$ cat src/rtl/noc_src_arbiter.sv
`default_nettype none
// ============================================================================
// Module   : noc_src_arbiter
// Purpose  : Round-robin, burst-locked merge of NUM_SRC flit sources onto one
//            NoC router injection port, with per-source flit counters.
// Revision : 1.0
// ============================================================================
module noc_src_arbiter #(
   parameter int WIDTH        = 32,
   parameter int N            = 16,
   parameter int N_ADDR_WIDTH = $clog2(N),
   parameter int NUM_SRC      = 4,
   parameter int SRC_W        = $clog2(NUM_SRC),
   parameter int BURST        = 4,
   parameter int CNT_W        = 16
) (
   input  logic                            clk,
   input  logic                            rst,
   input  logic [NUM_SRC*WIDTH-1:0]        src_data_in,
   input  logic [NUM_SRC*N_ADDR_WIDTH-1:0] src_dest_in,
   input  logic [NUM_SRC-1:0]              src_valid_in,
   output logic [NUM_SRC-1:0]              src_ready_out,
   input  logic [NUM_SRC-1:0]              src_done_in,
   output logic [WIDTH-1:0]                data_out,
   output logic [N_ADDR_WIDTH-1:0]         dest_out,
   output logic                            valid_out,
   input  logic                            ready_in,
   output logic [SRC_W-1:0]                grant_id,
   output logic                            busy,
   output logic                            all_done,
   output logic [NUM_SRC*CNT_W-1:0]        flit_cnt
);

   localparam int BW = $clog2(BURST + 1);

   typedef enum logic [0:0] {
      S_IDLE  = 1'b0,
      S_GRANT = 1'b1
   } state_t;

   state_t                  r_state;
   logic [SRC_W-1:0]        r_grant;
   logic [SRC_W-1:0]        r_last;
   logic [BW-1:0]           r_burst;
   logic                    r_valid;
   logic [WIDTH-1:0]        r_data;
   logic [N_ADDR_WIDTH-1:0] r_dest;
   logic                    r_all_done;
   logic [CNT_W-1:0]        r_cnt [NUM_SRC];

   logic [WIDTH-1:0]        w_data [NUM_SRC];
   logic [N_ADDR_WIDTH-1:0] w_dest [NUM_SRC];
   logic                    w_out_free;
   logic                    w_accept;
   logic                    w_found;
   logic [SRC_W-1:0]        w_pick;
   logic [SRC_W-1:0]        w_cand;

   for (genvar gi = 0; gi < NUM_SRC; gi++) begin : g_src
      assign w_data[gi] = src_data_in[gi*WIDTH +: WIDTH];
      assign w_dest[gi] = src_dest_in[gi*N_ADDR_WIDTH +: N_ADDR_WIDTH];
      assign flit_cnt[gi*CNT_W +: CNT_W] = r_cnt[gi];
   end

   // One-deep output register: a new flit may enter when it is empty or draining.
   assign w_out_free = !r_valid || ready_in;
   assign w_accept   = (r_state == S_GRANT) && w_out_free && src_valid_in[r_grant];

   always_comb begin
      src_ready_out = '0;
      if (r_state == S_GRANT && w_out_free)
         src_ready_out[r_grant] = 1'b1;
   end

   // Scan upward from the source after the last grant, wrapping once.
   always_comb begin
      w_found = 1'b0;
      w_pick  = r_last;
      w_cand  = '0;
      for (int k = 1; k <= NUM_SRC; k++) begin
         w_cand = SRC_W'((int'(r_last) + k) % NUM_SRC);
         if (!w_found && src_valid_in[w_cand]) begin
            w_found = 1'b1;
            w_pick  = w_cand;
         end
      end
   end

   always_ff @(posedge clk) begin
      if (rst) begin
         r_state    <= S_IDLE;
         r_grant    <= '0;
         r_last     <= SRC_W'(NUM_SRC - 1);
         r_burst    <= '0;
         r_valid    <= 1'b0;
         r_data     <= '0;
         r_dest     <= '0;
         r_all_done <= 1'b0;
         for (int i = 0; i < NUM_SRC; i++)
            r_cnt[i] <= '0;
      end else begin
         r_all_done <= &src_done_in;

         if (w_accept) begin
            r_data         <= w_data[r_grant];
            r_dest         <= w_dest[r_grant];
            r_valid        <= 1'b1;
            r_cnt[r_grant] <= r_cnt[r_grant] + 1'b1;
            r_burst        <= r_burst + 1'b1;
         end else if (ready_in) begin
            r_valid <= 1'b0;
         end

         case (r_state)
            S_IDLE: begin
               if (w_found) begin
                  r_grant <= w_pick;
                  r_last  <= w_pick;
                  r_burst <= '0;
                  r_state <= S_GRANT;
               end
            end
            S_GRANT: begin
               if (!src_valid_in[r_grant] || (w_accept && r_burst == BW'(BURST - 1)))
                  r_state <= S_IDLE;
            end
            default: r_state <= S_IDLE;
         endcase
      end
   end

   assign data_out  = r_data;
   assign dest_out  = r_dest;
   assign valid_out = r_valid;
   assign grant_id  = r_grant;
   assign busy      = (r_state == S_GRANT);
   assign all_done  = r_all_done;

endmodule
`default_nettype wire
$ cat config.mk
export PLATFORM = sky130hd
export DESIGN_NAME = noc_src_arbiter
export DESIGN_NICKNAME = d
export VERILOG_FILES = /design/src/rtl/noc_src_arbiter.sv
export SDC_FILE = /design/constraint.sdc
export NUM_CORES = 1
export LEC_CHECK = 0
export CORE_MARGIN = 2
export CORE_UTILIZATION = 40
export DETAILED_ROUTE_END_ITERATION = 7
export PLACE_DENSITY = 0.89
export SYNTH_ARGS = -nofsm -noshare
export SYNTH_HDL_FRONTEND = slang
export SYNTH_SLANG_ARGS = --single-unit
$ cat constraint.sdc
create_clock -name clk -period 5 [get_ports clk]
set_input_delay 0.5 -clock clk [delete_from_list [all_inputs] [get_ports clk]]
set_output_delay 0.5 -clock clk [all_outputs]
set_load 0.02 [all_outputs]
==> results.py <==
metrics = {
    "clock_network": {
        "cts_buffers": 9,
        "path_clk_slew_ps": 90,
        "clock_path_buffers": 2,
        "htreeDepth": 3,
        "clock-sinks": 112,
        "holdBufCountCts": 0,
        "cts_tree": "done",
        "clock_latency_ps": 350,
        "post_cts_buffers": 0,
        "postCtsResizedCells": 0,
        "clock-root-buffer": "clkbuf_16",
    },
    "critical_path": {
        "crit_path_end_kind": "register",
        "crit_required_ps": 5200,
        "cp_data_arrival_time_ps": 3270,
        "reg2reg_slack_ps": 1930,
        "r2r_start": "grant_id[0]",
        "crit_fanout": 44,
        "r2r_end": "r_cnt[2][6]",
        "path_class": "reg -> reg",
        "r2r_cells": 4,
        "worstSetupStartpointType": "register",
    },
    "die": {
        "die_h_um": 123,
        "core-area_sq_um": 13800,
        "floorplan.die_area_sq_um": 15000,
        "initial_utilization_pct": 40.7,
        "die_w_um": 123,
        "fp-row-count": 43,
        "ios": 264,
    },
    "placed_design": {
        "globalplace.congestion": 0.854,
        "port_buffers": 263,
        "dp_slack_ps": 1720,
        "dp_hpwl_um": 13700,
    },
    "power_and_ir_drop": {
        "p_sw_share_pct": 30.1,
        "switching_power_mw": 0.763,
        "clkPwrFrac_pct": 28.6,
        "total_leakage_power_nw": 2.95,
        "power.total_mw": 2.54,
        "p_seq_share_pct": 43.7,
        "p_comb_share_pct": 27.7,
        "peakVddDrop_mv": 0.174,
        "p_int_mw": 1.77,
        "power.density_nw_per_um2": 293,
    },
    "min_path": {
        "min_from": "data_out[21]",
        "hold_depth": 2,
        "min_to": "data_out[21]",
        "hold_class": "reg -> reg",
    },
    "synth": {
        "synth_area_leaders": "edfxtp_1 (34%), mux4_2 (21%), dfxtp_1 (17%), nand2_1 (5.4%), nor2_1 (4.9%)",
        "syn_area_sq_um": 5630,
        "synth_cells": 472,
        "synthArstFlopShare_pct": 0,
        "ys_seq_area_share_pct": 51.2,
        "synth.distinct_cells": 37,
        "syn_area_per_cell_sq_um": 11.9,
        "synth_top_area_cell": "edfxtp_1",
        "synth_seq_cells": 112,
        "synth_edf_count": 64,
        "synth_ff_type": "edfxtp_1",
        "synth_top_area_share_pct": 34.2,
        "ys.warnings.count": 0,
        "syn_nets": 630,
    },
    "sta": {
        "rsz0062_at_grt": "no",
        "final-setup-viol-count": 0,
        "finalCriticalPeriod_ps": 3070,
        "slew_headroom_pct": 27.0,
        "hold_viol": 0,
        "finalClockSkew_ps": 13.5,
        "finalWorstSetupSlack_ps": 1930,
        "fmax_mhz": 326,
        "whs_ps": 459,
        "drv_slew": 0,
        "tns_ps": 0,
        "post-route-period-util_pct": 61.4,
        "tightest_slew_ps": 1090,
    },
    "layout": {
        "drive_above_1_share_pct": 12.1,
        "n_antenna_cell": 0,
        "area_delta_synth_final_pct": 53.9,
        "final_nets": 874,
    },
    "outcome": {
        "status": "finished clean",
    },
    "drt": {
        "drtPass1Iterations": 5,
        "viasPerCell": 5.53,
        "wire_per_inst_um": 19.8,
        "drtIter0Drc": 473,
        "ant_nets": 0,
        "drc_errors": 0,
        "vias": 4979,
        "wl_um": 17900,
    },
    "grt": {
        "grt_pass1_wl_um": 26500,
        "grt_pass1_vias": 4997,
        "antenna_found_initial": 0,
        "grt_usage_pct": 23.5,
        "grt_start_max_net_pins": 46,
        "grt-ovfl-total": 0,
    },
    "run": {
        "cap_violations": 0,
    },
}
-- flip-flops by register name, summed over array words and instances (netlist names), named ones only --
| register | count |
|---|---|
| busy | 1 |
| dest_out | 4 |
| r_burst | 3 |
| r_last | 2 |
| r_cnt | 64 |
| valid_out | 1 |
| data_out | 32 |
| grant_id | 2 |
| all_done | 1 |
-- per-stage QoR --
stage	area (sq um)	std cells	utilization, %
final	8660	901	62.6
after global routing	8660	901	62.6
after CTS	8660	901	62.6
after detailed placement	8360	885	60.4
after global placement	8360	885	60.4
after floorplan	5630	472	-
-- cells in the final DEF (no fill, tap or decap), types with 2 or more instances in the layout --
master / netlist / routed
ha_1: 3 / 3
dfxtp_1: 48 / 46
nor4b_2: 2 / 2
clkinv_4: 0 / 2
nor2_1: 73 / 73
o21bai_1: 2 / 2
and3_1: 3 / 3
mux4_2: 53 / 53
nor3_1: 10 / 10
nand4_1: 2 / 2
xor2_1: 3 / 3
clkdlybuf4s50_1: 0 / 262
nand3b_1: 2 / 2
a21o_1: 4 / 4
xnor2_1: 12 / 12
edfxtp_1: 64 / 64
nand2b_1: 4 / 4
clkbuf_16: 0 / 9
dfxtp_2: 0 / 2
inv_8: 0 / 3
nand2_1: 81 / 81
a21oi_1: 41 / 41
nand4_4: 2 / 2
or3_1: 3 / 3
nand3_1: 6 / 5
buf_4: 0 / 6
nor4_2: 3 / 3
inv_1: 5 / 5
-- synthesized netlist by cell type, drive strengths merged, types with 2 or more instances --
cell,instances
nand4,4
edfxtp,64
dfxtp,48
nor4,3
nand3,6
xnor2,12
or3,3
nand2,81
a21oi,41
nand3b,2
nor4b,2
nor2,73
o21bai,2
nand2b,4
mux4,53
ha,3
a21o,4
and3,3
clkbuf,19
inv,5
xor2,3
nor3,10
buf,17
-- how the worst max path moves through the flow --
stage / slack, ps / to / start
floorplan: 2440 / r_cnt[1][0] / grant_id[1]
global placement: 1830 / r_cnt[2][12] / src_valid_in[3]
detailed placement: 1720 / r_cnt[2][15] / src_valid_in[3]
CTS: 1880 / r_cnt[2][15] / grant_id[0]
global route: 1660 / r_cnt[2][13] / grant_id[0]
finish: 1930 / r_cnt[2][6] / grant_id[0]
-- routing by layer --
layer  vias up  global-route usage, %  wire (um)
met4         0                   8.41        449
met5         -                      0          0
met3        37                   5.39       1500
met1      2416                   26.9       6340
met2       313                   42.7       9570
li1       2213                      -          -
-- cell type report --
type / instances / area, sq um
inverters: 5 / 18.8
clock buffers: 9 / 225
fillers: 1011 / 5170
flip-flops and latches: 112 / 2890
repair buffers: 269 / 2670
clock inverters: 7 / 75.1
well taps: 180 / 225
multi-input cells: 319 / 2550
-- worst max-delay path, cell delays in order, from the launching register on --
cell	delay (ps)
dfxtp_2	740
mux4_2	410
nand3_2	670
or3_1	860
nor2_1	220
-- cell families after synthesis --
kind of cell / after synthesis / share of synthesized area [%]
buffers and inverters: 41 / 3.43
AND/OR/NAND/NOR: 193 / 15.5
XOR/XNOR: 15 / 2.34
adder cells (fa/ha/maj): 3 / 0.667
AO/OA/AOI/OAI: 54 / 5.43
flip-flops: 112 / 51.2
multiplexers: 54 / 21.4
-- power by group through the flow --
| stage | combinational [mW] | sequential, mW | clock, mW |
|---|---|---|---|
| floorplan | 0.342 | 1.17 | 0 |
| global placement | 0.687 | 1.13 | 0 |
| detailed placement | 0.701 | 1.13 | 0 |
| CTS | 0.706 | 1.11 | 0.731 |
| global route | 0.744 | 1.12 | 0.769 |
| finish | 0.702 | 1.11 | 0.725 |
(Power assumes the default switching activity.)
